==> config.mk <==
export PLATFORM = sky130hd
export DESIGN_NAME = bf16_fma_arbiter
export DESIGN_NICKNAME = d
export VERILOG_FILES = /design/src/rtl/bf16_fma_arbiter.sv
export SDC_FILE = /design/constraint.sdc
export NUM_CORES = 1
export LEC_CHECK = 0
export CAP_MARGIN = 20
export CORE_MARGIN = 3
export CORE_UTILIZATION = 41
export DETAILED_ROUTE_END_ITERATION = 10
export HOLD_SLACK_MARGIN = 0.05
export PLACE_DENSITY = 0.89
export SKIP_CTS_REPAIR_TIMING = 1
export SLEW_MARGIN = 10
export SYNTH_ARGS = -nofsm -noshare
export SYNTH_HDL_FRONTEND = slang
export SYNTH_SLANG_ARGS = --single-unit
==> constraint.sdc <==
create_clock -name clk -period 5.66 [get_ports clk]
set_input_delay 1.415 -clock clk [delete_from_list [all_inputs] [get_ports clk]]
set_output_delay 1.415 -clock clk [all_outputs]
set_load 0.01 [all_outputs]
==> src/rtl/bf16_fma_arbiter.sv <==
// Round-robin front end for one shared bf16 multiply-add datapath.
// A winning operand triple is held on the datapath for LAT cycles, then the result is returned with the requester id.
module bf16_fma_arbiter #(
  parameter int NREQ = 4,
  parameter int LAT  = 2,
  parameter int IDW  = 3
) (
  input  logic               clk,
  input  logic               rst_n,
  input  logic [NREQ-1:0]    req_valid,
  input  logic [16*NREQ-1:0] req_a,
  input  logic [16*NREQ-1:0] req_b,
  input  logic [16*NREQ-1:0] req_c,
  output logic [NREQ-1:0]    req_ready,
  output logic [15:0]        fma_a,
  output logic [15:0]        fma_b,
  output logic [15:0]        fma_c,
  input  logic [15:0]        fma_res,
  output logic               rsp_valid,
  output logic [IDW-1:0]     rsp_id,
  output logic [15:0]        rsp_data,
  input  logic               rsp_ready,
  output logic               busy
);

  localparam int CW = (LAT > 1) ? $clog2(LAT) : 1;

  typedef enum logic [1:0] {
    IDLE = 2'd0,
    EXEC = 2'd1,
    RESP = 2'd2
  } state_t;

  state_t         state_r;
  logic [IDW-1:0] rr_ptr_r;
  logic [IDW-1:0] id_r;
  logic [CW-1:0]  cnt_r;
  logic [IDW-1:0] grant_s;
  logic           found_s;
  logic [15:0]    sel_a_s;
  logic [15:0]    sel_b_s;
  logic [15:0]    sel_c_s;
  logic [IDW-1:0] next_ptr_s;

  // Round-robin search: indices at or above rr_ptr first, then wrap to the ones below it
  always_comb begin
    grant_s = '0;
    found_s = 1'b0;
    for (int i = 0; i < NREQ; i++) begin
      if (!found_s && req_valid[i] && (IDW'(i) >= rr_ptr_r)) begin
        found_s = 1'b1;
        grant_s = IDW'(i);
      end else begin
        found_s = found_s;
      end
    end
    for (int i = 0; i < NREQ; i++) begin
      if (!found_s && req_valid[i] && (IDW'(i) < rr_ptr_r)) begin
        found_s = 1'b1;
        grant_s = IDW'(i);
      end else begin
        found_s = found_s;
      end
    end
  end

  // Operand mux for the granted slice and the one-hot accept strobe
  always_comb begin
    sel_a_s   = 16'h0000;
    sel_b_s   = 16'h0000;
    sel_c_s   = 16'h0000;
    req_ready = '0;
    for (int i = 0; i < NREQ; i++) begin
      if (grant_s == IDW'(i)) begin
        sel_a_s      = req_a[16*i +: 16];
        sel_b_s      = req_b[16*i +: 16];
        sel_c_s      = req_c[16*i +: 16];
        req_ready[i] = (state_r == IDLE) && found_s;
      end else begin
        req_ready[i] = 1'b0;
      end
    end
  end

  // Served requester drops to lowest priority; wraps explicitly for non-power-of-2 NREQ
  always_comb begin
    if (id_r == IDW'(NREQ - 1)) begin
      next_ptr_s = '0;
    end else begin
      next_ptr_s = id_r + IDW'(1);
    end
  end

  // Sequencer: accept, hold operands for LAT cycles, capture, then wait for the consumer
  always_ff @(posedge clk) begin
    if (!rst_n) begin
      state_r   <= IDLE;
      rr_ptr_r  <= '0;
      id_r      <= '0;
      cnt_r     <= '0;
      fma_a     <= 16'h0000;
      fma_b     <= 16'h0000;
      fma_c     <= 16'h0000;
      rsp_valid <= 1'b0;
      rsp_id    <= '0;
      rsp_data  <= 16'h0000;
      busy      <= 1'b0;
    end else begin
      case (state_r)
        IDLE: begin
          if (found_s) begin
            fma_a   <= sel_a_s;
            fma_b   <= sel_b_s;
            fma_c   <= sel_c_s;
            id_r    <= grant_s;
            cnt_r   <= CW'(LAT - 1);
            busy    <= 1'b1;
            state_r <= EXEC;
          end
        end
        EXEC: begin
          if (cnt_r != '0) begin
            cnt_r <= cnt_r - CW'(1);
          end else begin
            rsp_data  <= fma_res;
            rsp_id    <= id_r;
            rsp_valid <= 1'b1;
            state_r   <= RESP;
          end
        end
        RESP: begin
          if (rsp_ready) begin
            rsp_valid <= 1'b0;
            rr_ptr_r  <= next_ptr_s;
            busy      <= 1'b0;
            state_r   <= IDLE;
          end
        end
        default: begin
          rsp_valid <= 1'b0;
          busy      <= 1'b0;
          state_r   <= IDLE;
        end
      endcase
    end
  end

endmodule

### After elaboration in Yosys (flattened, before gate mapping)

Cells that the tools add are included.

* $add $sub $neg: 2
* magnitude comparators: 8
* eq/ne operators: 9
* muxes and demuxes: 43
* bitwise operators: 3
* reductions and logical operators: 33

Operator list (count)
* 16-bit 2-to-1 mux: 12
* 3-bit 2-to-1 mux: 6
* 1-bit 2-to-1 mux: 17
* 1-bit logical AND: 16
* 3-bit by 2-bit equality test with 1-bit output, second input constant: 3
* 3-bit AND reduction: 3
* 2-bit 2-to-1 mux: 4
* 2-bit AND reduction: 4
* 1-bit logical NOT: 7
* 1-bit by 3-bit >= comparator with 1-bit output, first input constant: 2
* 2-bit by 3-bit >= comparator with 1-bit output, first input constant: 2
* 1-bit by 3-bit < comparator with 1-bit output, first input constant: 2
* 2-bit by 3-bit < comparator with 1-bit output, first input constant: 2
* 2-bit != test, second input constant: 3
* 1-bit one-hot mux with 3 select lines: 2
* 2-bit one-hot mux with 3 select lines: 1
* 3-bit by 1-bit adder with 3-bit output, second input constant: 1
* 3-bit by 1-bit equality test with 1-bit output, second input constant: 1
* 3-bit logical NOT: 1
* 1-bit inverter: 3
* 2-bit by 1-bit equality test with 1-bit output, second input constant: 1
* 2-bit equality test, second input constant: 1
* 2-bit logical NOT: 1
* 1-bit one-hot mux with 2 select lines: 1
* 2 further kinds: 2

* register bits after elaboration: 78
* bits of input ports: 215
* output and inout bits: 73
* logic and storage cells: 109

### Logic depth before layout (Yosys ltp)

* word-level depth: 36
* gate-level depth with buffers: 8

### Least setup slack after synthesis

No wires, ideal clock.

* path kind: input -> output
* from: input port req_valid[1]
* to: output port req_ready[2]
* arrival: 2.560 ns
* required time: 4.245 ns
* slack: 1.685 ns
* stages on the path: 7
* buffers on the path: 3
* cells stage by stage: buf_2 and2b_1 o21a_1 buf_2 clkbuf_1 nor2_1 nor2_1

* cells in the longest elaborated chain, start to end: 29

Ends and longest elaborated chain
* start, declared: line 10 `input logic [NREQ-1:0] req_valid,`
* 1-bit logical AND (2 in a row): line 50 `if (!found_s && req_valid[i] && (IDW'(i) >= rr_ptr_r)) begin`
* 1-bit 2-to-1 mux: line 50
* 1-bit logical NOT: line 50
* 1-bit logical AND (2 in a row): line 50
* 1-bit 2-to-1 mux: line 50
* 1-bit logical NOT: line 50
* 1-bit logical AND (2 in a row): line 50
* 1-bit 2-to-1 mux: line 50
* (+8 left out)
* 1-bit logical NOT: line 58 `if (!found_s && req_valid[i] && (IDW'(i) < rr_ptr_r)) begin`
* 1-bit logical AND (2 in a row): line 58
* 1-bit 2-to-1 mux: line 58
* 1-bit logical NOT: line 58
* 1-bit logical AND (2 in a row): line 58
* 3-bit 2-to-1 mux / 1-bit 2-to-1 mux (equally long branches): line 58
* 3-bit by 2-bit equality test with 1-bit output / 1-bit logical AND (equally long branches): line 74, 78
* 1-bit 2-to-1 mux (*): line 74 `if (grant_s == IDW'(i)) begin`
* end, declared: line 14 `output logic [NREQ-1:0] req_ready,`

Mark *: on every way between the ends. The rest lies on a longest branch, timed or not.

### Final worst setup path

* from: input port req_valid[3]
* to: output port req_ready[3]

* cells in the longest elaborated chain, start to end: 21

Ends and longest elaborated chain (line)
* 1-bit logical AND (2 in a row): 50
* 1-bit 2-to-1 mux: 50
* 1-bit logical NOT: 58
* 1-bit logical AND (2 in a row): 58
* 1-bit 2-to-1 mux: 58
* 1-bit logical NOT: 58
* 1-bit logical AND (2 in a row): 58
* 1-bit 2-to-1 mux: 58
* 1-bit logical NOT: 58
* 1-bit logical AND (2 in a row): 58
* 1-bit 2-to-1 mux: 58
* 1-bit logical NOT: 58
* 1-bit logical AND (2 in a row): 58
* 3-bit 2-to-1 mux / 1-bit 2-to-1 mux (equally long branches): 58
* 3-bit by 2-bit equality test with 1-bit output / 1-bit logical AND (equally long branches): 74, 78
* 1-bit 2-to-1 mux (*): 74

Marks and branches as above.

==> tab_implementation.tex <==
\begin{tabular}{lr}
\hline
Metric & Value \\
\hline
\multicolumn{2}{l}{\textbf{Outcome}} \\
Run status & complete, no violations \\
\multicolumn{2}{l}{\textbf{Pwr}} \\
Switching share of power & 32.12\% \\
Power Internal & 1.293 mW \\
Clk pwr share & 27.3\% \\
Switching power of the nets & 0.6121 mW \\
Logic gate share of total power & 39.0\% \\
Sequential cell fraction of total power & 33.8\% \\
Final Total Pwr & 1.905 mW \\
Largest voltage drop on the vdd net & 0.1593 mV \\
Leakage power summed over all cells & 2.725 nW \\
Power density over cell area & 242.8 mW/mm² \\
\multicolumn{2}{l}{\textbf{Clock tree}} \\
TritonCTS clock tree & done \\
Worst-Skew Late Latency & 0.33 ns \\
Sinks on the clock net & 75 \\
Buffer type at the clock tree root & sky130\_fd\_sc\_hd\_\_clkbuf\_16 \\
Post-CTS clock slew at the launch and capture registers of the worst setup and hold paths & 0.06 ns \\
Depth of the CTS H-tree & 3 \\
Number of buffers between clock root and the deepest sink & 2 \\
Clock buffers created by TritonCTS & 9 \\
\multicolumn{2}{l}{\textbf{Floorplan}} \\
Die width & 114.8 µm \\
Floorplan die area & 0.01317 mm² \\
Cell row count & 39 \\
Initial core utilization & 42.30\% \\
Floorplan die height & 114.8 µm \\
Core outline area & 0.01147 mm² \\
Num ports & 288 \\
\multicolumn{2}{l}{\textbf{Finish}} \\
Layout-stage area growth over the synthesis result & 61.75\% \\
Post-Layout Inst Area & 0.007846 mm² \\
Core Util, Final & 68.42\% \\
Antenna cells & 0 \\
Layout filler cell count & 885 \\
Net count of the finished layout & 1063 \\
Most frequent cells in the layout & sky130\_fd\_sc\_hd\_\_clkdlybuf4s50\_1 (285), sky130\_fd\_sc\_hd\_\_nand2\_1 (86), sky130\_fd\_sc\_hd\_\_dfxtp\_1 (75), sky130\_fd\_sc\_hd\_\_o21bai\_1 (49), sky130\_fd\_sc\_hd\_\_o21ai\_0 (48) \\
Area of the multi-input gates & 0.002922 mm² \\
Most common cell after layout, fill and taps aside & sky130\_fd\_sc\_hd\_\_clkdlybuf4s50\_1 \\
Post-layout instance count excluding filler cells & 995 \\
Share of layout cells above drive strength 1 & 4.577\% \\
Area used by sequential logic in the layout & 0.001501 mm² \\
\multicolumn{2}{l}{\textbf{STA}} \\
Fin Hold WS & 0.4566 ns \\
PnR worst setup slack & 0.5364 ns \\
Minimum clock period after layout & 5.124 ns \\
Setup-violating endpoint count in the final report & 0 \\
Max-slew headroom & 32.67\% \\
Hold violation total from the final report & 0 \\
Max Fclk & 195.2 MHz \\
Count of pins over their slew limit & 0 \\
Post-route fraction of the period consumed by the critical path & 90.52\% \\
Actual slew at the worst max-slew pin & 1.010 ns \\
Unrepaired setup endpoints after global routing & false \\
Setup TNS & 0 ns \\
Clock tree skew after final layout & 0.008332 ns \\
\multicolumn{2}{l}{\textbf{Route}} \\
DRC violation total after the first TritonRoute iteration & 638 \\
Post-detailed-route DRC marker count & 0 \\
Wire length reported by the detailed router & 21.04 mm \\
Number of optimization iterations in the first detailed-route pass & 5 \\
Wire length per cell after detailed routing & 21.15 µm \\
Total number of vias & 6386 \\
Residual antenna-violating net count after detailed routing & 0 \\
Avg Vias per Cell & 6.418 \\
\multicolumn{2}{l}{\textbf{Placed design}} \\
Worst setup timing slack at the placement stage & 0.5645 ns \\
Standard cell area after detailed placement & 0.007557 mm² \\
Detailed placement HPWL & 14.32 mm \\
Number of buffer cells added on primary ports & 286 \\
Cells after DPL & 977 \\
Routability Congestion & 0.9338 \\
\multicolumn{2}{l}{\textbf{Critical path}} \\
CP required & 4.24 ns \\
CP Class & in -> out \\
Peak fanout along the critical path & 19 \\
Sort of element at the start of the critical path & input pin \\
Arr. time, crit path & 3.71 ns \\
Worst setup startpoint & req\_valid[3] \\
Crit. End Element & primary output \\
Startpoint of the worst-slack reg-to-reg timing path & state\_r[1]\$\_SDFFE\_PN0P\_ \\
\multicolumn{2}{l}{\textbf{Logic synthesis}} \\
Synthesized netlist cell count & 623 \\
Sequential area share after synthesis & 30.95\% \\
Number of warnings issued by yosys & 0 \\
Area share of the largest cell type after synthesis & 30.95\% \\
Cell taking the most area after synthesis & sky130\_fd\_sc\_hd\_\_dfxtp\_1 \\
Post-synthesis async set-or-reset flop share & 0\% \\
Main flop type after synthesis & sky130\_fd\_sc\_hd\_\_dfxtp\_1 \\
Number of library cell types mapped by synthesis & 48 \\
Average cell area after synthesis & 7.786 µm² \\
Syn nets & 839 \\
Post-synth EDFFs & 0 \\
Netlist Area Pre-Place & 0.004851 mm² \\
Leading post-synthesis cells by cell area & sky130\_fd\_sc\_hd\_\_dfxtp\_1 (31\%), sky130\_fd\_sc\_hd\_\_a221oi\_1 (8.3\%), sky130\_fd\_sc\_hd\_\_o21bai\_1 (7.7\%) \\
Count of state elements after synthesis & 75 \\
\multicolumn{2}{l}{\textbf{Global route}} \\
Largest net degree at the start of global routing & 97 \\
Antenna violations before repair & 0 \\
Overall global routing resource usage & 30.38\% \\
Vias in the first global route & 6134 \\
Global-route wire length before repair & 32.26 mm \\
Remaining Overflow, GRT & 0 \\
\multicolumn{2}{l}{\textbf{Worst hold path}} \\
Beginning of the worst hold path & rsp\_data[2]\$\_SDFFE\_PN0P\_ \\
Classification of the worst-slack hold path & reg -> reg \\
\multicolumn{2}{l}{\textbf{Run}} \\
Number of violations of the max-capacitance limit & 0 \\
\hline
\end{tabular}
## worst paths after layout
path	end	slack (ns)	cells past startpoint
hold / removal	rsp_data[2]$_SDFFE_PN0P_	0.46	2
setup / recovery	req_ready[3]	0.54	5
setup reg to reg	fma_b[11]$_SDFFE_PN0P_	3.36	5
hold reg to reg	rsp_data[2]$_SDFFE_PN0P_	0.46	2
## sequential cells by signal, indices dropped and copies added, names as in the netlist
register / flops
busy: 1
cnt_r: 1
fma_a: 16
fma_b: 16
fma_c: 16
id_r: 2
rr_ptr_r: 2
rsp_data: 16
rsp_id: 2
rsp_valid: 1
state_r: 2
## cell type report
type	count	share of cell area, %
well taps	143	2.280
clock inverters	6	0.4146
flip-flops and latches	75	19.14
repair buffers	299	37.82
clock buffers	10	2.918
multi-input cells	458	37.23
inverters	4	0.1914
## synth_stat cells (3+ instances only)
library cell / instances
sky130_fd_sc_hd__a21oi_1: 24
sky130_fd_sc_hd__o21bai_1: 50
sky130_fd_sc_hd__buf_1: 5
sky130_fd_sc_hd__nand3b_1: 4
sky130_fd_sc_hd__o21ai_0: 48
sky130_fd_sc_hd__or3_1: 47
sky130_fd_sc_hd__nor2_1: 8
sky130_fd_sc_hd__nor2b_1: 6
sky130_fd_sc_hd__inv_1: 3
sky130_fd_sc_hd__o311ai_1: 7
sky130_fd_sc_hd__a221oi_1: 46
sky130_fd_sc_hd__buf_4: 5
sky130_fd_sc_hd__clkbuf_1: 33
sky130_fd_sc_hd__buf_2: 37
sky130_fd_sc_hd__nor3_1: 4
sky130_fd_sc_hd__o311ai_0: 39
sky130_fd_sc_hd__a32oi_1: 4
sky130_fd_sc_hd__dfxtp_1: 75
sky130_fd_sc_hd__a31oi_1: 46
sky130_fd_sc_hd__nand3_1: 6
sky130_fd_sc_hd__nand2_1: 86
sky130_fd_sc_hd__buf_6: 5
## routing by layer
metal / routed length [µm] / part of all wire [%] / vias to the layer above / global-route usage, %
met2: 10000 / 48 / 487 / 51.38
met3: 2465 / 12 / 87 / 6.895
met5: 0 / 0 / - / 0
li1: - / - / 2847 / -
met4: 1062 / 5.0 / 0 / 14.24
met1: 7510 / 36 / 2965 / 36.62
## critical path, cell delays in order
cell	delay (ns)
sky130_fd_sc_hd__clkdlybuf4s50_1	0.76
sky130_fd_sc_hd__nor4_4	0.08
sky130_fd_sc_hd__or2_2	0.48
sky130_fd_sc_hd__nor3_1	0.36
sky130_fd_sc_hd__clkdlybuf4s50_1	0.61
## kinds of logic (layout without fill, tap and decap cells)
group | count (synthesis) | in the layout | share of synthesized area (%)
DFF | 75 | 75 | 30.95
other | 1 | 1 | 0.07731
buffers and inverters | 90 | 319 | 9.105
muxes | 2 | 2 | 0.4127
adders and majority gates | 1 | 1 | 0.2579
AOI/OAI and AO/OA | 283 | 283 | 41.66
and+or+nand+nor | 171 | 171 | 17.54
## power by group through the flow
stage / clock network [mW] / logic [mW] / registers (mW)
2_1_floorplan: 0 / 0.344 / 0.674
3_3_place_gp: 0 / 0.713 / 0.648
3_5_place_dp: 0 / 0.731 / 0.652
4_1_cts: 0.525 / 0.735 / 0.642
5_1_grt: 0.543 / 0.801 / 0.651
6_report: 0.519 / 0.743 / 0.643
Note: power is estimated with default switching activity, not from simulation.
